`src/rtl/svfifo_mc.sv`:
```
// Multi-channel runtime-depth delay line: NCH lanes share one circular write pointer.
// Latency: a sample accepted on dv cycle n appears on fifo_out on dv cycle n+depth_q; svcoeff is zero-latency.
// Backpressure: none; dv is a shift enable, and idle cycles (dv=0) freeze the line and zero the outputs.
module svfifo_mc #(
    parameter int CWIDTH   = 9,
    parameter int NCH      = 4,
    parameter int MAXDEPTH = 32,
    parameter int AW       = 5
) (
    input  logic                  clk,
    input  logic                  reset_n,
    input  logic                  dv,
    input  logic                  flush,
    input  logic [AW:0]           depth,
    input  logic [NCH*CWIDTH-1:0] fifo_in,
    output logic [NCH*CWIDTH-1:0] fifo_out,
    output logic [NCH*CWIDTH-1:0] svcoeff,
    output logic                  out_valid,
    output logic                  primed,
    output logic [AW:0]           fill
);

    localparam logic [AW:0] DMAX = (AW+1)'(MAXDEPTH);

    logic [AW-1:0]     wr_ptr_q, wr_ptr_d;
    logic [AW:0]       fill_q, fill_d;
    logic [AW:0]       depth_q, depth_d;
    logic [AW-1:0]     rd_ptr;
    logic              wr_en;
    logic              depth_chg;
    logic [CWIDTH-1:0] mem_q [NCH][MAXDEPTH];

    // Clamp the requested depth into 1..MAXDEPTH; this is the value depth_q tracks.
    always_comb begin
        depth_d = depth;
        if (depth == '0) begin
            depth_d = (AW+1)'(1);
        end else if (depth > DMAX) begin
            depth_d = DMAX;
        end
    end

    // Pointer and fill next-state: flush or a depth change empties the line logically.
    always_comb begin
        wr_en     = dv & ~flush;
        depth_chg = (depth_d != depth_q);
        wr_ptr_d  = wr_ptr_q;
        fill_d    = fill_q;
        if (flush) begin
            wr_ptr_d = '0;
        end else if (dv) begin
            wr_ptr_d = wr_ptr_q + AW'(1);
        end
        if (flush || depth_chg) begin
            fill_d = '0;
        end else if (dv && (fill_q != DMAX)) begin
            fill_d = fill_q + (AW+1)'(1);
        end
    end

    // Control state register.
    always_ff @(posedge clk or negedge reset_n) begin
        if (!reset_n) begin
            wr_ptr_q <= '0;
            fill_q   <= '0;
            depth_q  <= (AW+1)'(1);
        end else begin
            wr_ptr_q <= wr_ptr_d;
            fill_q   <= fill_d;
            depth_q  <= depth_d;
        end
    end

    // Sample storage, not reset; stale content is hidden by the priming gate.
    always_ff @(posedge clk) begin
        if (wr_en) begin
            for (int ch = 0; ch < NCH; ch++) begin
                mem_q[ch][wr_ptr_q] <= fifo_in[ch*CWIDTH +: CWIDTH];
            end
        end
    end

    // Combinational read; at full depth rd_ptr==wr_ptr and the old entry is read before overwrite.
    always_comb begin
        rd_ptr    = wr_ptr_q - depth_q[AW-1:0];
        primed    = (fill_q >= depth_q);
        out_valid = dv & primed;
        fill      = fill_q;
        svcoeff   = dv ? fifo_in : '0;
        fifo_out  = '0;
        for (int ch = 0; ch < NCH; ch++) begin
            if (out_valid) begin
                fifo_out[ch*CWIDTH +: CWIDTH] = mem_q[ch][rd_ptr];
            end
        end
    end

endmodule
```
`config.mk`:
```
export PLATFORM = sky130hd
export DESIGN_NAME = svfifo_mc
export DESIGN_NICKNAME = d
export VERILOG_FILES = /design/src/rtl/svfifo_mc.sv
export SDC_FILE = /design/constraint.sdc
export NUM_CORES = 1
export LEC_CHECK = 0
export BUFFER_PORTS_ARGS = -buffer_cell sky130_fd_sc_hd__buf_2
export CAP_MARGIN = 20
export CORE_ASPECT_RATIO = 0.6
export CORE_MARGIN = 5
export CORE_UTILIZATION = 35
export DETAILED_ROUTE_END_ITERATION = 6
export PLACE_DENSITY = 0.48
export REMOVE_ABC_BUFFERS = 1
export SLEW_MARGIN = 20
export SYNTH_ARGS = -nofsm -noshare
export SYNTH_HDL_FRONTEND = slang
export SYNTH_SLANG_ARGS = --single-unit
export TNS_END_PERCENT = 1
```
`constraint.sdc`:
```
create_clock -name clk -period 9.79 [get_ports clk]
set_clock_uncertainty 0.05 [all_clocks]
set_input_delay 1.4685 -clock clk [delete_from_list [all_inputs] [get_ports clk]]
set_output_delay 1.4685 -clock clk [all_outputs]
set_load 0.005 [all_outputs]
```
==> run summary <==
The depth of the most critical reg-to-reg path is 5. Timing analysis after detailed placement gives a worst setup slack of around 3800 ps. The setup slack of the most critical reg-to-reg path came out at between 6000 and 7000 ps.

Hold repair after CTS inserted 0 buffers. The worst hold path terminates at fill[5]. Wires add up to 125 mm. The worst path needs ~6700 ps of the cycle, external delays included. The iteration count of the initial detailed-routing pass came out at 7.

The total number of H-tree levels came out at 3. The part of the total power dissipated in combinational logic is about 12%. The worst hold slack across all endpoints is a little under 600 ps.

The latest clock arrival within the worst-skew pair is 730 ps. After technology mapping, the gate count stands at about 2200. Once layout is complete, the utilization of the core stands at between 40 and 50%. The worst hold path passes through 2 cells. The internal power of the cells totals ~8.3 mW. The Yosys step of the flow raised 0 warnings. The final-report hold violation count is 0. In this run the biggest area consumer among cell types represents roughly three quarters of the synthesized area. The number of global-route vias before repair is between 20000 and 25000. The final layout contains 2458 nets.

For this run, the number of standard cells in the final layout without fillers is around 4200. The CTS tree is yes. After filler insertion, the fill cell instance count of the layout stands at 11525.

The worst hold path belongs to the class reg2reg. The maximum buffer depth of the clock tree is 3. The net switching power is roughly 2.6 mW.

The cell sitting at the root of the clock tree is a clkbuf_16. The maximum clock rate came out at ~150 MHz. In this run the critical register-to-register path is launched from wr_ptr_q[0]. On the critical path the largest part of the delay comes from adder cells.

The growth of design area from synthesis to finish is 14.1%. The number of port buffers is about 130. Walking the worst path, the cells encountered are inv_1, ha_4, fa_4, buf_12, mux4_2, nand2_1, and3_1, a31oi_1, a32o_1, buf_2.

The commonest cells after synthesis are 1152 x edfxtp_1, 293 x nand2_1, 288 x mux4_2, 72 x nand3_1, 58 x clkbuf_1. Once the clock tree was built, the setup fixing pass inserted 0 buffers. The area of the core came out at between 0.1 and 0.15 sq mm.

The multi-input combinational cells in the finished layout cover a total of 0.0102 sq mm. The share of total power in sequential cells is 50.4%. In this run, the number of DRC markers left after iteration 0 of detailed routing was roughly 2300. The worst setup path is launched from a register. The synthesized area per cell came out at a little over 20 sq um. The number of pins with negative max-slew slack in the final report came out at 0.

The average routed wire per standard cell is between 20 and 30 um. The clock slew at the register clock pins of the worst setup and hold paths came out at 60 ps. The number of enable flip-flop cells after synthesis is roughly 1200. The power density normalized to cell area came out at between 200 and 250 mW/mm^2. The via total after detailed routing is 22888. The tool flagged a number of max-cap violations equal to 0. The layout cell share with drive strength beyond 1 is between 20% and 30%. The part of the total power dissipated in the clock network came out at between 30% and 40%. The combined buffer and inverter count along the critical path is 3. The area of the die came out at 0.138 sq mm.

The count of final setup violators is 0. The predominant post-synthesis flop cell is edfxtp_1. Once detailed placement completed, the half-perimeter wirelength came to about 59 mm. Entering global routing, the biggest net connects ~140 pins.

The count of placed standard cells including taps came out at roughly 4000. The leakage dissipation came out at 16.6 nW. The highest net fanout along the worst path came out at about 110.

The number of antenna violations at the first check in global routing came out at 3. The total global routing overflow came out at 0. The synthesized design spends more area on one cell type than any other, namely edfxtp_1. The async set-or-reset flop fraction in the synthesized netlist is between 1 and 1.5%.

By area the synthesized netlist is led by edfxtp_1 76%, mux4_2 14%, nand2_1 2.4%, dfrtp_1 0.88%, nand3_1 0.79%. The worst path meets setup with 3060 ps of slack. The first-pass GRT wire length came out at between 150 and 200 mm. The congestion estimate from routability-driven global placement came to between 0.7 and 0.8. Setup repair after global routing left no endpoint under its margin.

The slowest stage of the critical path is the fa_4 cell. The startpoint of the tightest hold check path is fill[5]. The total routing usage reported by global routing came out at between 10% and 20%. The x dimension of the die came out at 476 um. The data arrival at the endpoint of the critical path came out at ~5200 ps. The DRC violation count after routing came out at 0.

The delay of the slowest cell on the worst path came out at 1400 ps. Headroom to the max-slew limit came out at between 20% and 30%. In this run the count of I/O pins placed on the die edge is 126.

The via density per instance is 5.44. At the pin with the least slew margin, the transition time is between 1000 and 1500 ps. For the worst setup path, the data required time is around 8300 ps. The worst setup path is of the reg2out kind. The number of register bits inferred by synthesis is about 1200.

The run finished with clean final reports. The portion of the clock cycle consumed by the worst path in the final layout is 68.8%. The total number of placement rows is slightly above 100. The switching share of power is about a quarter. The worst setup path is captured at an output port. The post-cts gate resize count is 0.

The post-synthesis cell type count came out at 43. The overall power consumption is 11.0 mW. The storage element area came out at ~0.035 sq mm. The total clock buffers created by CTS is approximately 110. The clock drives ~1200 sinks. The remaining number of nets flagged by the antenna check after routing came out at 0. In this run the critical register-to-register path is captured at mem_q[3][101]. The netlist area before placement is 0.0455 sq mm.

Once the floorplan was initialized, standard cells occupied 35.3% of the core. The post-synthesis sequential area ratio is slightly below 80%. The vertical die dimension is roughly 290 um. The worst IR drop on VDD is around 0.15 mV.

Yosys instantiated no cell more often than edfxtp_1.
[layer usage]
layer / track usage [%] / wire length [um] / vias to the layer above
met4: 3.48 / 2110 / 0
li1: - / - / 9413
met1: 27.6 / 59500 / 12659
met2: 27.9 / 56600 / 664
met5: 0 / 0 / -
met3: 3.54 / 6900 / 152
[power by group through the flow]
| stage | logic (mW) | registers (mW) | clock network, mW |
|---|---|---|---|
| 2_1_floorplan | 1.24 | 5.63 | 0 |
| 3_3_place_gp | 1.30 | 5.63 | 0 |
| 3_5_place_dp | 1.30 | 5.63 | 0 |
| 4_1_cts | 1.30 | 5.52 | 4.27 |
| 5_1_grt | 1.39 | 5.52 | 4.49 |
| 6_report | 1.27 | 5.52 | 4.16 |
[kinds of logic (layout without fill, tap and decap cells)]
group,after synthesis,after routing,share of synthesized area (%)
buffers and inverters,137,392,1.39
flip-flops,1169,1169,76.9
other,0,1,0
multiplexers,292,292,14.3
adder cells (fa/ha/maj),17,17,0.484
AO/OA/AOI/OAI,86,86,1.49
AND/OR/NAND/NOR,512,512,4.95
XOR/XNOR,19,19,0.440
[state kept, by name, summed over array words and instances, names as in the netlist]
name / cells
depth_q: 6
fill: 6
wr_ptr_q: 5
mem_q: 1152
[placed cells by master (no fill, tap or decap), drive strengths merged, types with 39 or more instances in the layout]
cell,synthesis,routed
nand3,72,72
a31oi,39,39
edfxtp,1152,1152
nand2,293,293
mux4,288,288
clkinv,0,48
clkbuf,59,147
buf,66,174
nor2,54,54
[stage by stage]
step,TNS [ps],instance area (sq um)
final,0,51900
after global routing,0,51900
after CTS,0,51900
after detailed placement,0,48500
after global placement,0,48500
after floorplan,-162050,44900
[worst reg2reg max path: stages, from the launching register on]
cell and delay, ps:
dfrtp_1 430, inv_1 180, ha_1 180, nand2_1 470, nor2_4 860, buf_4 640
[how the worst max path moves through the flow]
stage	startpoint	endpoint	slack [ps]	cells past startpoint
floorplan	wr_ptr_q[0]	fifo_out[3]	-4500	7
global placement	wr_ptr_q[0]	fifo_out[34]	3830	10
detailed placement	wr_ptr_q[0]	fifo_out[34]	3790	10
CTS	wr_ptr_q[0]	fifo_out[34]	2990	10
global route	wr_ptr_q[0]	fifo_out[34]	2840	10
finish	wr_ptr_q[0]	fifo_out[34]	3060	10
[cell type report]
type                    count  area share [%]
flip-flops and latches   1169            67.4
multi-input cells         926            19.6
clock buffers             147            5.69
well taps                1716            4.13
repair buffers            174            2.06
clock inverters            59           0.969
inverters                  12          0.0867
diodes                      1         0.00482
Power figures use the tool's default switching activity.
